**src/rtl/hazard_box_collector.sv**
```systemverilog
// hazard_box_collector: gathers one frame of hazard boxes into a shadow bank and
// publishes the whole bank atomically on frame commit, so the downstream encoder
// only ever sees complete frames.
//
// Handshake: a box transfers on a rising edge where box_valid and box_ready are
// both high. box_ready is registered and is high exactly while the FSM is in
// COLLECT, so the detector may hold box_valid high across cycles and each
// high-high cycle consumes one box.
module hazard_box_collector #(
    parameter int SLOTS   = 16,
    parameter int COORD_W = 5,
    parameter int CNT_W   = 4
) (
    input  logic                       clk,
    input  logic                       rst_n,
    input  logic                       frame_start,
    input  logic                       frame_end,
    input  logic                       box_valid,
    output logic                       box_ready,
    input  logic [COORD_W-1:0]         box_top,
    input  logic [COORD_W-1:0]         box_left,
    input  logic [COORD_W-1:0]         box_bottom,
    input  logic [COORD_W-1:0]         box_right,
    output logic [SLOTS*COORD_W-1:0]   top_flat,
    output logic [SLOTS*COORD_W-1:0]   left_flat,
    output logic [SLOTS*COORD_W-1:0]   bottom_flat,
    output logic [SLOTS*COORD_W-1:0]   right_flat,
    output logic [CNT_W-1:0]           num_hazards,
    output logic                       table_valid,
    output logic                       overflow,
    output logic                       bad_box,
    output logic [1:0]                 fsm_state
);

    typedef enum logic [1:0] {
        IDLE    = 2'd0,
        COLLECT = 2'd1,
        COMMIT  = 2'd2
    } state_t;

    // Last slot is never written, so it stays zero and capacity is SLOTS-1.
    localparam logic [CNT_W-1:0] CAP = CNT_W'(SLOTS - 1);

    state_t state;

    logic [COORD_W-1:0] sh_top    [SLOTS];
    logic [COORD_W-1:0] sh_left   [SLOTS];
    logic [COORD_W-1:0] sh_bottom [SLOTS];
    logic [COORD_W-1:0] sh_right  [SLOTS];
    logic [CNT_W-1:0]   sh_cnt;
    logic               sh_ovf;
    logic               sh_bad;

    logic do_clear;
    logic do_take;
    logic malformed;

    assign fsm_state = state;

    // Decide whether the shadow bank is wiped or takes a box this cycle.
    // A restart (frame_start without frame_end) in COLLECT wins over a box in
    // the same cycle; a box arriving with frame_end belongs to the closing frame.
    always_comb begin
        do_clear  = 1'b0;
        do_take   = 1'b0;
        malformed = (box_top > box_bottom) || (box_left > box_right);
        case (state)
            IDLE:    do_clear = frame_start;
            COLLECT: begin
                do_clear = frame_start && !frame_end;
                do_take  = box_valid && box_ready && !do_clear;
            end
            COMMIT:  do_clear = frame_start;
            default: ;
        endcase
    end

    // Control FSM with registered box_ready, table_valid and published table.
    always_ff @(posedge clk or negedge rst_n) begin
        if (!rst_n) begin
            state       <= IDLE;
            box_ready   <= 1'b0;
            table_valid <= 1'b0;
            num_hazards <= '0;
            overflow    <= 1'b0;
            bad_box     <= 1'b0;
            top_flat    <= '0;
            left_flat   <= '0;
            bottom_flat <= '0;
            right_flat  <= '0;
        end else begin
            table_valid <= 1'b0;
            case (state)
                IDLE: begin
                    if (frame_start) begin
                        state     <= COLLECT;
                        box_ready <= 1'b1;
                    end else begin
                        box_ready <= 1'b0;
                    end
                end
                COLLECT: begin
                    if (frame_end) begin
                        state     <= COMMIT;
                        box_ready <= 1'b0;
                    end else begin
                        box_ready <= 1'b1;
                    end
                end
                COMMIT: begin
                    for (int i = 0; i < SLOTS; i++) begin
                        top_flat[i*COORD_W +: COORD_W]    <= sh_top[i];
                        left_flat[i*COORD_W +: COORD_W]   <= sh_left[i];
                        bottom_flat[i*COORD_W +: COORD_W] <= sh_bottom[i];
                        right_flat[i*COORD_W +: COORD_W]  <= sh_right[i];
                    end
                    num_hazards <= sh_cnt;
                    overflow    <= sh_ovf;
                    bad_box     <= sh_bad;
                    table_valid <= 1'b1;
                    if (frame_start) begin
                        state     <= COLLECT;
                        box_ready <= 1'b1;
                    end else begin
                        state     <= IDLE;
                        box_ready <= 1'b0;
                    end
                end
                default: begin
                    state     <= IDLE;
                    box_ready <= 1'b0;
                end
            endcase
        end
    end

    // Shadow bank: cleared at frame start, filled in arrival order while collecting.
    always_ff @(posedge clk or negedge rst_n) begin
        if (!rst_n) begin
            sh_cnt <= '0;
            sh_ovf <= 1'b0;
            sh_bad <= 1'b0;
            for (int i = 0; i < SLOTS; i++) begin
                sh_top[i]    <= '0;
                sh_left[i]   <= '0;
                sh_bottom[i] <= '0;
                sh_right[i]  <= '0;
            end
        end else if (do_clear) begin
            sh_cnt <= '0;
            sh_ovf <= 1'b0;
            sh_bad <= 1'b0;
            for (int i = 0; i < SLOTS; i++) begin
                sh_top[i]    <= '0;
                sh_left[i]   <= '0;
                sh_bottom[i] <= '0;
                sh_right[i]  <= '0;
            end
        end else if (do_take) begin
            if (malformed) begin
                sh_bad <= 1'b1;
            end else if (sh_cnt < CAP) begin
                sh_top[sh_cnt]    <= box_top;
                sh_left[sh_cnt]   <= box_left;
                sh_bottom[sh_cnt] <= box_bottom;
                sh_right[sh_cnt]  <= box_right;
                sh_cnt            <= sh_cnt + 1'b1;
            end else begin
                sh_ovf <= 1'b1;
            end
        end
    end

endmodule

```
**config.mk**
```make
export PLATFORM = sky130hd
export DESIGN_NAME = hazard_box_collector
export DESIGN_NICKNAME = d
export VERILOG_FILES = /design/src/rtl/hazard_box_collector.sv
export SDC_FILE = /design/constraint.sdc
export NUM_CORES = 1
export LEC_CHECK = 0
export ABC_AREA = 1
export CORE_MARGIN = 3
export CORE_UTILIZATION = 59
export CTS_CLUSTER_SIZE = 28
export DETAILED_ROUTE_END_ITERATION = 8
export GPL_TIMING_DRIVEN = 0
export PLACE_DENSITY = 0.85
export SETUP_SLACK_MARGIN = 0.1
export SLEW_MARGIN = 30
export SYNTH_ARGS = -nofsm -noshare
export SYNTH_HDL_FRONTEND = slang
export SYNTH_SLANG_ARGS = --single-unit
```
**constraint.sdc**
```tcl
create_clock -name clk -period 5.5 [get_ports clk]
set_clock_uncertainty 0.1 [all_clocks]
set_input_delay 1.1 -clock clk [delete_from_list [all_inputs] [get_ports clk]]
set_output_delay 1.1 -clock clk [all_outputs]
set_load 0.01 [all_outputs]
```
* Word-level counts from Yosys, hierarchy flattened
Index checks and enable logic that the tools add are counted.
** Word-level totals
- Flip-flop bits (word level) :: 656
- Logic and storage cells :: 149
- Output and inout port bits :: 330
- Bits of input ports :: 25
** Cells by class
- Equal/unequal tests :: 6
- Order comparisons :: 5
- Reductions and logical operators :: 16
- Bitwise gates (word level) :: 1
- Add/sub/neg operators :: 1
- Muxes and demuxes :: 43
** Operators with widths (count)
- $mux W80 :: 16
- $bwmux W80 :: 4
- $demux W5 S4 :: 1
- $mux W4 :: 4
- $mux W1 :: 12
- $gt A5 B5 Y1 :: 2
- $ne A2 B2 Y1 const B :: 4
- $pmux W2 S3 :: 1
- $reduce_and A3 Y1 :: 2
- $reduce_bool A2 Y1 :: 3
- $ge A5 B5 Y1 const B :: 1
- $lt A5 B1 Y1 const B :: 1
- $mux W5 :: 1
- $not A4 Y5 :: 1
- $add A4 B1 Y4 const B :: 1
- $logic_and A1 B1 Y1 :: 4
- $lt A4 B4 Y1 const B :: 1
- $mux W2 :: 2
- $pmux W1 S2 :: 2
- $reduce_and A2 Y1 :: 2
- $eq A2 B1 Y1 const B :: 1
- $eq A2 B2 Y1 const B :: 1
- $logic_not A1 Y1 :: 2
- $logic_not A2 Y1 :: 1
- other kinds (2) :: 2

* Depth between registers and ports, before layout
Gate-level depths: netlist (run 1).
- Word-level depth :: 10
- Depth in mapped cells :: 13
- Mapped depth without buffers :: 12

* Worst setup path before layout (run 1)
Ideal clock, no wire load.
- Kind :: input -> register
- Start :: input port box_bottom[4]
- End :: register sh_bottom[34] (netlist bit)
- Buffers on the path :: 2
- Arrival :: 2.554 ns
- Required time :: 5.282 ns
- Library setup time :: 0.118 ns
- Stages :: 11
- Setup slack :: 2.728 ns
- Cells stage by stage :: inv_1 > ha_1 > nand2_1 > nor2_1 > nand2_1 > nand2_1 > clkbuf_1 > nand4_1 > clkbuf_1 > nand3_1 > nand2_1
** Between the ends
- Longest elaborated chain between the ends :: 5
- Elaborated cells between the ends (all ways) :: 9
- Classes of those cells :: order compare: 1; eq/ne: 1; mux: 5; reduce/logical: 2
** Ends and longest elaborated chain
- start: declaration :: RTL line 22 : input logic [COORD_W-1:0] box_bottom,
- branches (longest 5 deep; another with $gt A5 B5 Y1)
- end signal: indexed assignment :: RTL line 165 : sh_bottom[sh_cnt] <= box_bottom;
- end: declaration :: RTL line 48 : logic [COORD_W-1:0] sh_bottom [SLOTS];
Several ways; the timed one is not identified. The select of a mux whose other input is x is not followed.
A chain may end at the register's enable or synchronous reset.

* Worst setup path in the final report (run 1)
- Start :: input port box_top[4]
- End :: register sh_top[43] (netlist bit)
** Between the ends
- Longest elaborated chain between the ends :: 4
** Ends and longest elaborated chain
- start: declaration :: RTL line 20 : input logic [COORD_W-1:0] box_top,
- $gt A5 B5 Y1 :: RTL line 66 : malformed = (box_top > box_bottom) || (box_left > box_right);
- $logic_or A1 B1 Y1 :: RTL line 66
- $ne A2 B2 Y1 (no line)
- $reduce_and A3 Y1 (no line)
- end signal: indexed assignment :: RTL line 163 : sh_top[sh_cnt] <= box_top;
- end: declaration :: RTL line 46 : logic [COORD_W-1:0] sh_top [SLOTS];
Every way passes these cells.

==> flow_metrics.tcl, run 1 <==
set metrics [dict create \
    crit_arrival_ns 3.81 \
    leakagePower_nw 17.5 \
    post_cts_buffers 0 \
    drtAntennaViolNets 0 \
    cts_tree "done" \
    cts_made_buffers 67 \
    area_growth_pct 25.8 \
    final_cell_mix "nand2_1 (1,260), dfrtp_1 (656), nand3_1 (609)" \
    grt_pass1_wl_um 128000 \
    ir_drop_mv 0.295 \
    setup_viol 0 \
    ios 355 \
    rr_startpoint "fsm_state[0]" \
    required_ns 5.91 \
    firstDrtPassIters 6 \
    cp-start-kind "input pin" \
    synth_largest_area_cell "dfrtp_1" \
    pwr_density_cell_nw_per_um2 316 \
    endpoint_kind "flip-flop" \
    slew_headroom_pct 28.6 \
    hold_class "reg2reg" \
    drive_gt1_share_pct 5.02 \
    min_to "right_flat[62]" \
    dpl_cell_area_um2 30700 \
    finalHoldViolCount 0 \
    regToRegEndpoint "bottom_flat[72]" \
    synth.area.top_cells "dfrtp_1 (63%), nand2_1 (18%), nand3_1 (12%), clkbuf_1 (2.0%), nor2_1 (0.87%)" \
    clk-insertion-delay-late_ns 0.58 \
    tns_ns 0 \
    drt_iter0_drc 2710 \
    yosysSeqAreaShare_pct 62.7 \
    yosysUniqueCellTypes 23 \
    final_nets 3412 \
    netlist_instances 2943 \
    clockBufferDepth 3 \
    run_status "completed" \
    antennaDiodeCount 0 \
    antenna_found_initial 0 \
    htreeDepth 3 \
    fin_area_um2 32900 \
    drt-vias-per-instance 5.81 \
    worst_slew_pin_slew_ns 1.07 \
    start_util_pct 60.3 \
    drc 0 \
    layout_commonest_cell "nand2_1" \
    coreArea_um2 43500 \
    routed_wl_um 82500 \
    netlist.area_leader.share_pct 62.7 \
    grt_setup_unrepaired "false" \
    synth_area_per_cell_um2 8.90 \
    path_class "in2reg" \
    port-buffer-count 354 \
    die-area_um2 47000 \
    ys_seq_elements 656 \
    stdcell_count 4009 \
    drv_slew 0 \
    clk_pin_slew_worst_paths_ns 0.06 \
    period_needed_ns 3.40 \
    holdPathStages 2 \
    r2r_slack_ns 2.81 \
    synth_nets 2982 \
    fmax_mhz 294 \
    fin_crit_sh_pct 61.8 \
    die_h_um 217 \
    dp_cells 3889 \
    clock-root-buffer "clkbuf_16" \
    place_ws_ns 1.63 \
    rr_worst_depth 6 \
    wl_per_cell_um 20.6 \
    cts.sinks 656 \
    core.rowCount 76 \
    min-delay-start "right_flat[62]" \
    grt_max_degree 92 \
    die-width_um 217 \
    ys.warnings.count 0 \
    overflow 0 \
    grtUsageTotal_pct 35.1 \
    netlist_area_um2 26200 \
    crit_fanout 10 \
    gp_congestion 0.947 \
    layout_setup_ws_ns 2.10 \
    ctsResizeCount 0 \
    postCtsHoldBufs 0 \
    cap_violations 0 \
    finalPower_w 0.0104 \
    first_global_vias 23300 \
    dp_hpwl_um 59000 \
    via_count 23300 \
]
per-stage QoR:
step / util (%) / hold slack [ns]
final: 75.8 / 0.371
after global routing: 75.8 / 0.391
after CTS: 75.8 / 0.372
after detailed placement: 70.6 / 0.358
after global placement: 70.1 / 0.357
after floorplan: - / 0.349
worst max-delay path: stages:
cell             delay [ns]
clkdlybuf4s50_1        0.51
ha_1                   0.35
nand2_1                0.08
nor2_1                 0.15
nand2_1                0.08
nand3_1                0.08
nand2_1                0.20
clkbuf_1               0.30
nand4_1                0.17
clkbuf_1               0.50
nand3_1                0.15
nand2_1                0.13
registers in the layout, summed over array words and instances, names as in the netlist, 80 cells and up:
| register | count |
|---|---|
| sh_top | 80 |
| bottom_flat | 80 |
| right_flat | 80 |
| left_flat | 80 |
| top_flat | 80 |
| sh_right | 80 |
| sh_bottom | 80 |
| sh_left | 80 |
report_power, final:
group	internal, W	total (W)	switching [W]
Clock	0.00281	0.00469	0.00188
Sequential	0.00486	0.00489	0.0000283
Combinational	0.000181	0.000832	0.000651
cells by family after synthesis:
family          Yosys count  synth area share, %
compound gates           32                0.650
xor+xnor                  1               0.0334
fa+ha+maj                14                0.669
buf+inv                 288                 4.82
flops                   656                 62.7
simple gates           1952                 31.2
final cells by class:
class | instances | area, µm²
well taps | 585 | 732
clock inverters | 20 | 236
inverters | 63 | 236
fillers | 2960 | 10500
multi-input cells | 1999 | 8510
flip-flops and latches | 656 | 16400
repair buffers | 361 | 3740
clock buffers | 100 | 2050
plain buffers | 225 | 1030
synth_stat cells (all sizes together):
| library cell | instances |
|---|---|
| nand3b | 2 |
| nor2 | 63 |
| nand3 | 610 |
| inv | 63 |
| xor2 | 1 |
| clkbuf | 138 |
| nand2 | 1261 |
| o22ai | 3 |
| buf | 87 |
| a21oi | 3 |
| dfrtp | 656 |
| ha | 14 |
| nor3 | 1 |
| o21ai | 26 |
| nand4 | 15 |
layer usage:
metal  up-vias  global-route usage [%]  routed length (µm)  share of wire [%]
li1      10200                       -                   -                  -
met1     11500                    46.7               32000                 39
met2      1348                    57.3               39200                 48
met3       221                    6.21                7760                9.4
met4         0                    15.3                3580                4.3
met5         -                       0                   0                  0
worst max-delay path by stage:
stage                              from             end  cells after the start
after floorplan           box_bottom[4]   sh_bottom[34]                     11
after global placement            rst_n  right_flat[25]                      1
after detailed placement  box_bottom[4]     sh_left[48]                     13
after CTS                 box_bottom[4]      sh_top[43]                     13
after global routing         box_top[4]      sh_top[43]                     12
final                        box_top[4]      sh_top[43]                     12
No activity file was read; power rests on OpenSTA's default activity.
==> run 2: changes to the inputs <==
CORE_UTILIZATION = 55   (was 59)
PLACE_DENSITY = 0.8   (was 0.85)
clock period = 3.4 ns   (was 5.5 ns; I/O delays follow)
==> flow_metrics.tcl, run 2 (synthesis gave the netlist of run 1 again) <==
set metrics [dict create \
    rr_startpoint "fsm_state[0]" \
    seqCellArea_um2 16400 \
    drc 0 \
    antennaDiodeCount 0 \
    grt_max_degree 92 \
    finalPower_w 0.0169 \
    clock-root-buffer "clkbuf_16" \
    cts_made_buffers 67 \
    layout_commonest_cell "nand2_1" \
    hold_class "reg2reg" \
    crit_arrival_ns 3.42 \
    slowest_delay_ns 0.49 \
    dp_hpwl_um 59400 \
    final_cell_mix "nand2_1 (1,260), dfrtp_1 (656), nand3_1 (609)" \
    ctsResizeCount 0 \
    htreeDepth 3 \
    gr-max-usage-layer "met2" \
    fmax_mhz 334 \
    first_global_vias 22700 \
    port-buffer-count 354 \
    die-width_um 224 \
    cts_tree "done" \
    drt-vias-per-instance 5.69 \
    pwr_density_cell_nw_per_um2 511 \
    setup_viol 0 \
    wl_per_cell_um 20.3 \
    endpoint_kind "flip-flop" \
    worstPathCellList "clkdlybuf4s50_1, inv_1, ha_1, nand2_1, nor2_1, nand2_1, nand3_1, nand2_1, clkbuf_1, nand4_1, clkbuf_1, nand3_1, nand2_1" \
    dpl_cell_area_um2 30700 \
    grt_setup_unrepaired "false" \
    clockBufferDepth 3 \
    firstDrtPassIters 8 \
    fin_area_um2 33000 \
    overflow 0 \
    routed_wl_um 82000 \
    die_h_um 224 \
    drt_iter0_drc 2468 \
    run_status "completed" \
    gp_congestion 0.904 \
    clk-insertion-delay-late_ns 0.59 \
    clk_pin_slew_worst_paths_ns 0.06 \
    grt_pass1_wl_um 125000 \
    period_needed_ns 3.00 \
    use_met3_pct 6.24 \
    via_count 22900 \
    fill_cells 3453 \
    worst_slew_pin_slew_ns 1.05 \
    leakagePower_nw 17.5 \
    final_nets 3414 \
    fin_crit_sh_pct 88.2 \
    core.rowCount 79 \
    min-delay-start "sh_bottom[33]" \
    cp-startpoint "box_bottom[4]" \
    finalHoldViolCount 0 \
    cp-start-kind "input pin" \
    crit_top_cell "nand2_1" \
    start_util_pct 56.0 \
    cts.sinks 656 \
    die-area_um2 50300 \
    multi_input_area_um2 8510 \
    antenna_found_initial 0 \
    slowest_stage "clkbuf_1" \
    drv_slew 0 \
    drtAntennaViolNets 0 \
    cap_violations 0 \
    ir_drop_mv 0.389 \
    crit_fanout 10 \
    path_class "in2reg" \
    gr-usage-met2_pct 52.5 \
    required_ns 3.82 \
    ios 355 \
    grtUsageTotal_pct 32.2 \
    area_growth_pct 26.0 \
    drive_gt1_share_pct 4.88 \
    coreArea_um2 46800 \
    slew_headroom_pct 30.1 \
    met1_usage_pct 42.9 \
]
run 2: worst paths after layout:
path / endpoint / slack, ns / cells past startpoint
max reg2reg: top_flat[74] / 0.56 / 5
min reg2reg: bottom_flat[48] / 0.36 / 2
min: bottom_flat[48] / 0.36 / 2
max: sh_top[52] / 0.40 / 13
min in group asynchronous: right_flat[78] / 0.39 / 2
max in group asynchronous: bottom_flat[36] / 0.97 / 6
run 2: timing repair:
item,4_1_cts,5_1_grt
endpoints found under the hold margin,7,0
hold buffers,1,0
buffers inserted,0,0
run 2: final cells by class:
| class | count | area share, % |
|---|---|---|
| Sequential cell | 656 | 49.8 |
| Multi-Input combinational cell | 1999 | 25.8 |
| Timing Repair Buffer | 363 | 11.5 |
| Clock buffer | 97 | 5.98 |
| Buffer | 225 | 3.11 |
| Tap cell | 607 | 2.30 |
| Clock inverter | 21 | 0.876 |
| Inverter | 63 | 0.717 |
run 2: power by group:
group | total [W] | internal [W] | switching [W]
Combinational | 0.00134 | 0.000296 | 0.00105
Clock | 0.00760 | 0.00457 | 0.00304
Sequential | 0.00791 | 0.00787 | 0.0000456
Total | 0.0169 | 0.0127 | 0.00413
run 2: metrics by stage:
stage                     utilization (%)  worst slack (ns)  TNS, ns  hold slack (ns)  instances
after floorplan                         -              1.05        0            0.284       2943
after global placement               65.2            -25.83        -            0.355       3904
after detailed placement             65.7           -0.0784    -1.48            0.358       3912
after CTS                            70.6             0.521        0            0.365       4031
after global routing                 70.6             0.216        0            0.381       4031
final                                70.6             0.402        0            0.364       4031
run 2: per-layer routing:
metal,wire [µm],share of wire (%),vias to the layer above
met3,7330,8.9,201
met4,3290,4.0,0
li1,-,-,10200
met5,0,0,-
met1,32300,39,11300
met2,39100,48,1167
run 2: worst max-delay path: cells and delay by family:
kind | cells | cell delay, ns
adders and majority gates | 1 | 0.31
buffers and inverters | 4 | 1.33
and+or+nand+nor | 8 | 1.08
